<file path="config.mk">
export PLATFORM = sky130hd
export DESIGN_NAME = dff_enable_flat
export DESIGN_NICKNAME = d
export VERILOG_FILES = /design/src/rtl/dff_enable_pkg.sv /design/src/rtl/dff_enable_if.sv /design/src/rtl/dff_enable.sv /design/src/flat_wrapper.sv
export SDC_FILE = /design/constraint.sdc
export NUM_CORES = 1
export LEC_CHECK = 0
export ABC_AREA = 0
export BUFFER_PORTS_ARGS = -buffer_cell sky130_fd_sc_hd__buf_2
export CAP_MARGIN = 40
export CORE_AREA = 2 2 39 41
export DETAILED_ROUTE_END_ITERATION = 8
export DIE_AREA = 0 0 41 43
export PLACE_DENSITY_LB_ADDON = 0.1
export SKIP_CTS_REPAIR_TIMING = 1
export SYNTH_ARGS = -nofsm -noshare
export SYNTH_HDL_FRONTEND = slang
export SYNTH_SLANG_ARGS = --single-unit
</file>
<file path="constraint.sdc">
create_clock -name clk -period 1.75 [get_ports clk]
set_input_delay 0.0875 -clock clk [delete_from_list [all_inputs] [get_ports clk]]
set_output_delay 0.0875 -clock clk [all_outputs]
set_load 0.05 [all_outputs]
</file>
<file path="src/rtl/dff_enable_pkg.sv">
// Shared constants for the enable register.
package dff_enable_pkg;

  localparam int unsigned DefaultWidth = 4;

endpackage

</file>
<file path="src/rtl/dff_enable_if.sv">
// Data/status bundle for dff_enable: master drives eable/D, slave returns Q/loaded/upd.
interface dff_enable_if
  import dff_enable_pkg::*;
#(
  parameter int unsigned n = DefaultWidth
);

  logic         eable;
  logic [n-1:0] D;
  logic [n-1:0] Q;
  logic         loaded;
  logic         upd;

  modport master (
    output eable,
    output D,
    input  Q,
    input  loaded,
    input  upd
  );

  modport slave (
    input  eable,
    input  D,
    output Q,
    output loaded,
    output upd
  );

endinterface

</file>
<file path="src/rtl/dff_enable.sv">
// n-bit register with synchronous load-enable, synchronous active-low reset,
// a sticky loaded flag and a one-cycle change pulse. All outputs are registered.
module dff_enable
  import dff_enable_pkg::*;
#(
  parameter int unsigned  n       = DefaultWidth,
  parameter logic [n-1:0] RST_VAL = '0
) (
  input logic             clk,
  input logic             reset,
  dff_enable_if.slave     bus
);

  logic [n-1:0] q_q, q_d;
  logic         loaded_q, loaded_d;
  logic         upd_q, upd_d;

  always_comb begin
    q_d      = q_q;
    loaded_d = loaded_q;
    upd_d    = 1'b0;
    if (bus.eable) begin
      q_d      = bus.D;
      loaded_d = 1'b1;
      // Compare against the pre-edge value so a same-value load gives no pulse.
      upd_d    = (bus.D != q_q);
    end
  end

  always_ff @(posedge clk) begin
    if (!reset) begin
      q_q      <= RST_VAL;
      loaded_q <= 1'b0;
      upd_q    <= 1'b0;
    end else begin
      q_q      <= q_d;
      loaded_q <= loaded_d;
      upd_q    <= upd_d;
    end
  end

  assign bus.Q      = q_q;
  assign bus.loaded = loaded_q;
  assign bus.upd    = upd_q;

endmodule

</file>
<file path="src/flat_wrapper.sv">
// flat-port wrapper written by rule: the top's interface ports become plain ports
module dff_enable_flat import dff_enable_pkg::*;
#(
  parameter int unsigned  n       = DefaultWidth,
  parameter logic [n-1:0] RST_VAL = '0
)
  (clk, reset, bus_eable, bus_D, bus_Q, bus_loaded, bus_upd);
  dff_enable_if #(.n(n)) bus_i ();
  input logic clk;
  input logic reset;
  input wire logic [$bits(bus_i.eable)-1:0] bus_eable;
  input wire logic [$bits(bus_i.D)-1:0] bus_D;
  output wire logic [$bits(bus_i.Q)-1:0] bus_Q;
  output wire logic [$bits(bus_i.loaded)-1:0] bus_loaded;
  output wire logic [$bits(bus_i.upd)-1:0] bus_upd;
  assign bus_i.eable = bus_eable;
  assign bus_i.D = bus_D;
  assign bus_Q = bus_i.Q;
  assign bus_loaded = bus_i.loaded;
  assign bus_upd = bus_i.upd;
  dff_enable #(.n(n), .RST_VAL(RST_VAL)) u_core (.clk(clk), .reset(reset), .bus(bus_i));
endmodule
</file>
==> results.txt, run 1 <==
----------------------------------------------------
[Layout]
  Flip-flop and latch area ... 120 um2
  Number of nets in the layout ... 45
  Diode insertion count for antenna repair ... 0
  Fill cell count ... 157
  Area of the multi-input gates ... 120 um2
  Filler-free cell count of the finished design ... 52
  Highest-count cells in the layout ignoring fill and taps ... buf_2, dfxtp_1, mux2i_1, nor2b_1, xnor2_1
  Synth-to-layout area growth ... 38.4%
  Leading cell type in the layout, fill and taps excluded ... buf_2
  Layout cells sized above 1 ... 41.7%

[Pwr]
  Net Sw Power ... 0.0000983 W
  Total design power ... 0.000347 W
  Peak supply drop ... 0.000321 V
  Comb power frac ... 20.8%
  Internal Pwr Total ... 0.000248 W
  Power per cell area ... 1010 nW/um2
  Share of total power consumed by net switching ... 28.4%
  Clock power share ... 35.5%
  Total leakage power ... 0.160 nW
  Part of the power in registers ... 43.7%

[Die]
  Num rows ... 14
  Starting Density ... 17.9%
  Die outline area ... 1760 um2
  Floorplan die width ... 41 um
  Number of top-level design ports ... 13
  Placeable Area ... 1380 um2
  Die Span Y ... 43 um

[Critical path]
  Delay of the slowest cell on the worst path ... 360 ps
  Launch point of the critical path ... u_core.bus.Q[3]
  Cell type of the slowest stage on the worst timing path ... dfxtp_1
  Stages on worst setup path ... 1
  Startpoint of the worst-slack reg-to-reg timing path ... u_core.bus.Q[3]
  Highest fanout seen on the critical path ... 3
  Slack of the worst reg-to-reg path ... 1010 ps
  Required time at the endpoint of the critical path ... 1660 ps
  Arrival time at the worst endpoint ... 880 ps
  Setup crit end ... bus_Q[3]
  Worst path top cell family by delay ... flip-flops
  Kind of critical path ... reg2out
  Logic depth of the worst register-to-register path ... 2
  Cells traversed along the worst timing path ... buf_2
  Kind of launch point of the worst setup path ... flip-flop
  Reg2reg end ... u_core.bus.upd
  Worst Path Buf+Inv ... 1
  Crit path capture type ... primary output

[Drt]
  DR vias ... 199
  Per-cell routed wire length ... 9.35 um
  Top routing layer in use ... met3
  DRC marker count from the first detailed-route iteration ... 3
  Total Wirelength ... 486 um
  Total length of routed met3 wires ... 59 um
  Via-to-Cell Ratio ... 3.83
  Met2 WL post-DR ... 205 um
  Met1 Routed Length ... 220 um
  Detailed-router iteration count before antenna repair ... 3
  Drt drc ... 0
  Antenna Nets Post-Route ... 0

[Worst hold path]
  Start point of the worst min-delay path ... reset
  Worst hold-check path type ... in2reg
  Hold Path Stages ... 3

[CTS]
  Clock Sinks ... 6
  Clock transition at the registers of the reported paths ... 40 ps
  H-tree depth reported by CTS ... 1
  Clk Latency, worst-skew pair ... 240 ps
  Largest buffer count on any clock path ... 2
  Root cell of the clock tree ... clkbuf_4
  TritonCTS Buffers ... 3
  Clock tree from TritonCTS ... built

[Timing]
  Setup Total Neg Slack ... 0 ps
  Slew headroom ... 83.4%
  Slew @ Worst Pin ... 251 ps
  Maximum clock rate ... 1030 MHz
  Setup Viol. Count Final ... 0
  Count of endpoints failing hold in the final timing report ... 0
  Final Max Tran Viols ... 0
  Clock Skews ... 0.656 ps
  Setup repair after global routing missed its margin ... no
  Final Cycle Share ... 55.4%
  Final min period ... 969 ps

[Logic synthesis]
  Adder and majority gate portion of the synthesized area ... 0%
  Cells taking the most area after synthesis ... dfxtp_1, mux2i_1, xnor2_1
  Share of synthesized cell area in and, or, nand and nor gates ... 11.6%
  Area of the mapped netlist ... 248 um2
  Syn_area_per_cell ... 11.3 um2
  Syn. warnings ... 0
  Multiplexer area fraction after synthesis ... 16.2%
  Synth Instances ... 22
  Dominant combinational cell family by area after synthesis ... multiplexers
  Fraction of the yosys area taken by sequential cells ... 48.5%
  Syn Nets ... 29
  Post-synthesis share of cell area spent on xor and xnor gates ... 14.1%
  Area fraction in compound gates after synthesis ... 6.57%
  Leading area contributor after synthesis ... dfxtp_1
  Top-area cell type share of the netlist area ... 48.5%
  Yosys reg bits ... 6
  Number of distinct standard cells referenced by the synthesized netlist ... 8

[Global routing]
  Wire length of the first global-routing pass ... 703 um
  Overall routing resource usage ... 6.92%
  Largest net degree at the start of global routing ... 7
  Number of global-route vias before repair ... 172
  Overall overflow remaining after global route ... 0
  Antenna violations before repair ... 0

[Outcome]
  Outcome ... complete, no violations

[Placement]
  Final GP Congestion ... 0.592
  Number of cells in the design after placement ... 49
  Count of buffers inserted at the top-level ports ... 12

[Flow run]
  Max capacitance violation total ... 0

----------------------------------------------------
routing by layer:
layer | GRT usage, % | vias to the layer above
li1 | - | 104
met1 | 7.05 | 86
met2 | 8.13 | 9
met3 | 4.71 | 0
met4 | 8.00 | 0
met5 | 0 | -
registers in the layout, indices dropped and copies added, names as in the netlist:
register,count
u_core.bus.Q,4
u_core.bus.upd,1
u_core.bus.loaded,1
area by class of cell:
type | count | share of cell area [%]
Clock buffer | 3 | 6.57
Multi-Input combinational cell | 15 | 35.0
Sequential cell | 6 | 35.0
Tap cell | 16 | 5.84
Timing Repair Buffer | 12 | 17.5
cells by family after synthesis:
logic type / after synthesis
multiplexers: 4
XOR/XNOR: 4
AND/OR/NAND/NOR: 5
flip-flops: 6
AO/OA/AOI/OAI: 2
buffers and inverters: 1
power groups by stage:
stage | Combinational, W | Clock [W] | Sequential, W
detailed placement | 0.0000729 | 0 | 0.000154
finish | 0.0000721 | 0.000123 | 0.000151
global placement | 0.0000729 | 0 | 0.000153
floorplan | 0.0000233 | 0 | 0.000184
global route | 0.0000776 | 0.000141 | 0.000152
CTS | 0.0000732 | 0.000134 | 0.000151
stage by stage:
stage / hold WS, ps / area (um2) / setup WS (ps) / utilization, %
2_1_floorplan: 205 / 248 / 695 / -
3_3_place_gp: 376 / 320 / 995 / 23.1
3_5_place_dp: 379 / 320 / 1000 / 23.1
4_1_cts: 116 / 343 / 762 / 24.8
5_1_grt: 128 / 343 / 747 / 24.8
6_report: 127 / 343 / 781 / 24.8
synthesized netlist by cell type (all sizes together):
library cell and n:
o21a 1, mux2i 4, xnor2 4, buf 1
nand2 1, a41oi 1, dfxtp 6, nor2b 4
how the worst min path moves through the flow:
stage	end	slack [ps]
2_1_floorplan	u_core.bus.loaded	210
3_3_place_gp	u_core.bus.Q[0]	380
3_5_place_dp	u_core.bus.upd	380
4_1_cts	u_core.bus.upd	120
5_1_grt	u_core.bus.loaded	130
6_report	u_core.bus.upd	130
No activity file was read; power rests on OpenSTA's default activity.
==> run 2, diff against run 1 <==
==> constraint.sdc (replaced) <==
create_clock -name clk -period 0.9 [get_ports clk]
set_input_delay 0.045 -clock clk [delete_from_list [all_inputs] [get_ports clk]]
set_output_delay 0.045 -clock clk [all_outputs]
set_load 0.05 [all_outputs]
==> run 2 against run 1 <==
First-iteration DRC count is 67% lower. Non-clock buffer count unchanged. Routed wire length grew 8.2%.
==> results.txt, run 2 (synthesis gave the netlist of run 1 again) <==
----------------------------------------------------
[Outcome]
  Outcome ... complete, no violations

[Drt]
  DRC marker count from the first detailed-route iteration ... 1 (-2)
  Per-cell routed wire length ... 10.1 um (+8.2%)
  Antenna Nets Post-Route ... 0 (unchanged)
  Detailed-router iteration count before antenna repair ... 2 (-1)
  DR vias ... 201 (+1.0%)
  Via-to-Cell Ratio ... 3.87 (+1.0%)
  Total Wirelength ... 526 um (+8.2%)
  Drt drc ... 0 (unchanged)

[Timing]
  Final min period ... 854 ps
  Maximum clock rate ... 1170 MHz
  Final Cycle Share ... 94.8%
  Setup Total Neg Slack ... 0 ps (unchanged)
  Worst hold margin ... 81.2 ps (-45.3 ps)
  Setup repair after global routing missed its margin ... no
  Setup Viol. Count Final ... 0 (unchanged)
  Count of endpoints failing hold in the final timing report ... 0 (unchanged)
  Slew @ Worst Pin ... 248 ps (-2.33 ps)
  Clock Skews ... 0.697 ps (+0.0405 ps)
  Slew headroom ... 83.6% (+0.15 points)
  Final Max Tran Viols ... 0 (unchanged)

[Die]
  Number of top-level design ports ... 13 (unchanged)
  Num rows ... 14 (unchanged)
  Placeable Area ... 1380 um2 (unchanged)
  Die Span Y ... 43 um (unchanged)
  Die outline area ... 1760 um2 (unchanged)
  Floorplan die width ... 41 um (unchanged)
  Starting Density ... 17.9% (unchanged)

[Critical path]
  Kind of critical path ... reg2out
  Cells traversed along the worst timing path ... clkbuf_4
  Kind of launch point of the worst setup path ... flip-flop
  Cell type of the slowest stage on the worst timing path ... dfxtp_2
  Crit path capture type ... primary output
  Worst path top cell family by delay ... flip-flops
  Delay of the slowest cell on the worst path ... 340 ps (-20 ps)
  Highest fanout seen on the critical path ... 3 (unchanged)
  Worst Path Buf+Inv ... 1 (unchanged)
  Required time at the endpoint of the critical path ... 850 ps (-810 ps)
  Arrival time at the worst endpoint ... 810 ps (-70 ps)

[CTS]
  Largest buffer count on any clock path ... 2 (unchanged)
  H-tree depth reported by CTS ... 1 (unchanged)
  Root cell of the clock tree ... clkbuf_4
  Clk Latency, worst-skew pair ... 240 ps (about the same)
  Clock tree from TritonCTS ... built
  TritonCTS Buffers ... 3 (unchanged)
  Clock Sinks ... 6 (unchanged)
  Clock transition at the registers of the reported paths ... 50 ps (about the same)

[Placement]
  Count of buffers inserted at the top-level ports ... 12 (unchanged)
  Area post-placement ... 325 um2 (+1.6%)
  Number of cells in the design after placement ... 49 (unchanged)
  Final GP Congestion ... 0.581 (-1.8%)

[Layout]
  Synth-to-layout area growth ... 45.5%
  Layout cells sized above 1 ... 52.8% (+11 points)
  Fill cell count ... 152 (-3.2%)
  Post-Layout Inst Area ... 360 um2 (+5.1%)
  Highest-count cells in the layout ignoring fill and taps ... clkbuf_4, buf_2
  Largest register FFs ... 4 (unchanged)
  Leading cell type in the layout, fill and taps excluded ... clkbuf_4
  Diode insertion count for antenna repair ... 0 (unchanged)
  Number of nets in the layout ... 45 (unchanged)
  Filler-free cell count of the finished design ... 52 (unchanged)

[Global routing]
  Largest net degree at the start of global routing ... 7 (unchanged)
  Overall routing resource usage ... 7.64% (+0.72 points)
  Antenna violations before repair ... 0 (unchanged)
  Overall overflow remaining after global route ... 0 (unchanged)
  Wire length of the first global-routing pass ... 786 um (+12%)
  Number of global-route vias before repair ... 185 (+7.6%)

[Flow run]
  Max capacitance violation total ... 0 (unchanged)

[Pwr]
  Peak supply drop ... 0.000614 V (+91%)
  Power per cell area ... 1920 nW/um2 (+90%)
  Total leakage power ... 0.161 nW (+0.34%)

[Worst hold path]
  Worst hold-check path type ... in2reg

----------------------------------------------------
## run 2: path summary, 6_finish.rpt
kind / startpoint / slack [ps] / to / depth (start not counted)
worst max register to register: u_core.bus.Q[2] / 150 / u_core.bus.upd / 2
worst max-delay path: u_core.bus.Q[2] / 50 / bus_Q[2] / 1
worst min-delay path: reset / 80 / u_core.bus.loaded / 2
worst min register to register: u_core.bus.loaded / 450 / u_core.bus.loaded / 1
## run 2: area by class of cell
type                    instances  area (um2)  share of cell area [%]
clock buffers                   3        22.5                    6.25
flip-flops and latches          6         125                    34.7
repair buffers                 12        72.6                    20.1
multi-input cells              15         120                    33.3
well taps                      16        20.0                    5.56
## run 2: stage by stage
step                      setup WS (ps)  utilization, %  total power (W)
after floorplan                    21.1               -         0.000405
after global placement              151            23.5         0.000442
after detailed placement            150            23.5         0.000444
after CTS                         -2.12            25.1         0.000708
after global routing               5.55            26.0         0.000736
final                              46.4            26.0         0.000691
## run 2: metal layers
metal / up-vias / part of all wire, % / wire [um] / global-route usage [%]
li1: 103 / - / - / -
met1: 89 / 44 / 233 / 8.71
met2: 9 / 43 / 227 / 8.44
met3: 0 / 12 / 65 / 5.24
met4: 0 / 0 / 0 / 8.00
met5: - / 0 / 0 / 0
## run 2: where the power goes
part           switching (W)  internal (W)
Clock              0.0000959      0.000151
Sequential         0.0000111      0.000286
Combinational      0.0000920     0.0000553
==> run 3, diff against run 2 <==
==> constraint.sdc (replaced) <==
create_clock -name clk -period 1 [get_ports clk]
set_input_delay 0.05 -clock clk [delete_from_list [all_inputs] [get_ports clk]]
set_output_delay 0.05 -clock clk [all_outputs]
set_load 0.05 [all_outputs]
==> run 3 against run 2 <==
Register-to-register slack improved by 100 ps. Worst hold slack better by 5.0 ps. First-iteration DRC count unchanged. Critical endpoint is now bus_Q[3].
==> results.txt, run 3 (synthesis gave the netlist of run 1 again) <==
----------------------------------------------------
[Pwr]
  Power per cell area ... 1770 nW/um2 (-7.7%)
  Peak supply drop ... 0.000552 V (-10%)
  Total leakage power ... 0.162 nW (+0.53%)

[Global routing]
  Largest net degree at the start of global routing ... 7 (unchanged)
  Overall overflow remaining after global route ... 0 (unchanged)
  Overall routing resource usage ... 7.64% (unchanged)
  Number of global-route vias before repair ... 185 (unchanged)
  Wire length of the first global-routing pass ... 786 um (unchanged)
  Antenna violations before repair ... 0 (unchanged)

[Worst hold path]
  Worst hold-check path type ... in2reg

[Critical path]
  Cells traversed along the worst timing path ... buf_2
  Delay of the slowest cell on the worst path ... 330 ps (about the same)
  Worst Path Buf+Inv ... 1 (unchanged)
  Required time at the endpoint of the critical path ... 950 ps (+100 ps)
  Worst path top cell family by delay ... flip-flops
  Kind of critical path ... reg2out
  Highest fanout seen on the critical path ... 3 (unchanged)
  Arrival time at the worst endpoint ... 840 ps (+30 ps)
  Kind of launch point of the worst setup path ... flip-flop
  Cell type of the slowest stage on the worst timing path ... dfxtp_2
  Crit path capture type ... primary output

[CTS]
  Clock tree from TritonCTS ... built
  Clock Sinks ... 6 (unchanged)
  TritonCTS Buffers ... 3 (unchanged)
  Root cell of the clock tree ... clkbuf_4
  Clk Latency, worst-skew pair ... 240 ps (about the same)
  H-tree depth reported by CTS ... 1 (unchanged)
  Clock transition at the registers of the reported paths ... 40 ps (about the same)
  Largest buffer count on any clock path ... 2 (unchanged)

[Drt]
  Per-cell routed wire length ... 10.1 um (+0.19%)
  Detailed-router iteration count before antenna repair ... 2 (unchanged)
  Total Wirelength ... 527 um (+0.19%)
  DRC marker count from the first detailed-route iteration ... 1 (unchanged)
  DR vias ... 201 (unchanged)
  Via-to-Cell Ratio ... 3.87 (unchanged)
  Drt drc ... 0 (unchanged)
  Antenna Nets Post-Route ... 0 (unchanged)

[Layout]
  Largest register FFs ... 4 (unchanged)
  Leading cell type in the layout, fill and taps excluded ... buf_2
  Number of nets in the layout ... 45 (unchanged)
  Diode insertion count for antenna repair ... 0 (unchanged)
  Synth-to-layout area growth ... 40.4%
  Filler-free cell count of the finished design ... 52 (unchanged)
  Layout cells sized above 1 ... 52.8% (unchanged)
  Utilization after layout ... 25.1% (-0.90 points)
  Highest-count cells in the layout ignoring fill and taps ... buf_2, mux2i_1, nor2b_1, xnor2_1, dfxtp_2

[Placement]
  Number of cells in the design after placement ... 49 (unchanged)
  Final GP Congestion ... 0.581 (unchanged)
  Count of buffers inserted at the top-level ports ... 12 (unchanged)

[Timing]
  Slew @ Worst Pin ... 254 ps (+6.10 ps)
  Setup Total Neg Slack ... 0 ps (unchanged)
  Maximum clock rate ... 1120 MHz
  Final Max Tran Viols ... 0 (unchanged)
  Final min period ... 890 ps
  Worst hold margin ... 86.3 ps (+5.00 ps)
  Setup repair after global routing missed its margin ... no
  Count of endpoints failing hold in the final timing report ... 0 (unchanged)
  Final Cycle Share ... 89.0%
  Clock Skews ... 0.682 ps (-0.0142 ps)
  Setup Viol. Count Final ... 0 (unchanged)
  Slew headroom ... 83.2% (-0.40 points)

[Die]
  Die outline area ... 1760 um2 (unchanged)
  Die Span Y ... 43 um (unchanged)
  Placeable Area ... 1380 um2 (unchanged)
  Number of top-level design ports ... 13 (unchanged)
  Starting Density ... 17.9% (unchanged)
  Num rows ... 14 (unchanged)
  Floorplan die width ... 41 um (unchanged)

[Outcome]
  Outcome ... complete, no violations

[Flow run]
  Max capacitance violation total ... 0 (unchanged)

----------------------------------------------------
-- run 3: cell types whose count changed in the layout (fill, tap and decap cells not counted), sizes merged --
| cell | before | now |
|---|---|---|
| buf | 7 | 12 |
| clkbuf | 8 | 3 |
-- run 3: metrics by stage --
step                      power, W  area (um2)  setup slack [ps]
after floorplan           0.000364         253               121
after detailed placement  0.000400         325               250
after global routing      0.000656         348              67.8
after global placement    0.000398         325               251
after CTS                 0.000637         348              92.9
final                     0.000616         348               110
-- run 3: report_power, final --
part	leakage [nW]	internal, W	switching [W]
combinational	0.0966	0.0000442	0.0000828
clock	0.0138	0.000136	0.0000863
sequential	0.0511	0.000257	0.00000954
-- run 3: final cells by class --
cell class | instances | area [um2]
timing repair buffer | 12 | 60.1
multi-input combinational | 15 | 120
clock buffer | 3 | 22.5
tap | 16 | 20.0
sequential | 6 | 125
fill | 154 | 1040
-- run 3: worst reg2reg max path, cell delays in order (launching register included) --
cell,delay [ps]
dfxtp_2,320
xnor2_1,170
a41oi_1,120
-- run 3: worst paths after layout --
path	start	endpoint	slack [ps]	depth (start not counted)
hold / removal	reset	u_core.bus.loaded	90	2
setup reg to reg	u_core.bus.Q[2]	u_core.bus.upd	250	2
setup / recovery	u_core.bus.Q[3]	bus_Q[3]	110	1
hold reg to reg	u_core.bus.loaded	u_core.bus.loaded	450	1
-- run 3: per-layer routing --
layer,wire length [um],global-route usage (%),up-vias
met5,0,0,-
met4,0,8.00,0
met3,68,5.24,0
met2,226,8.44,9
met1,232,8.71,89
li1,-,-,103
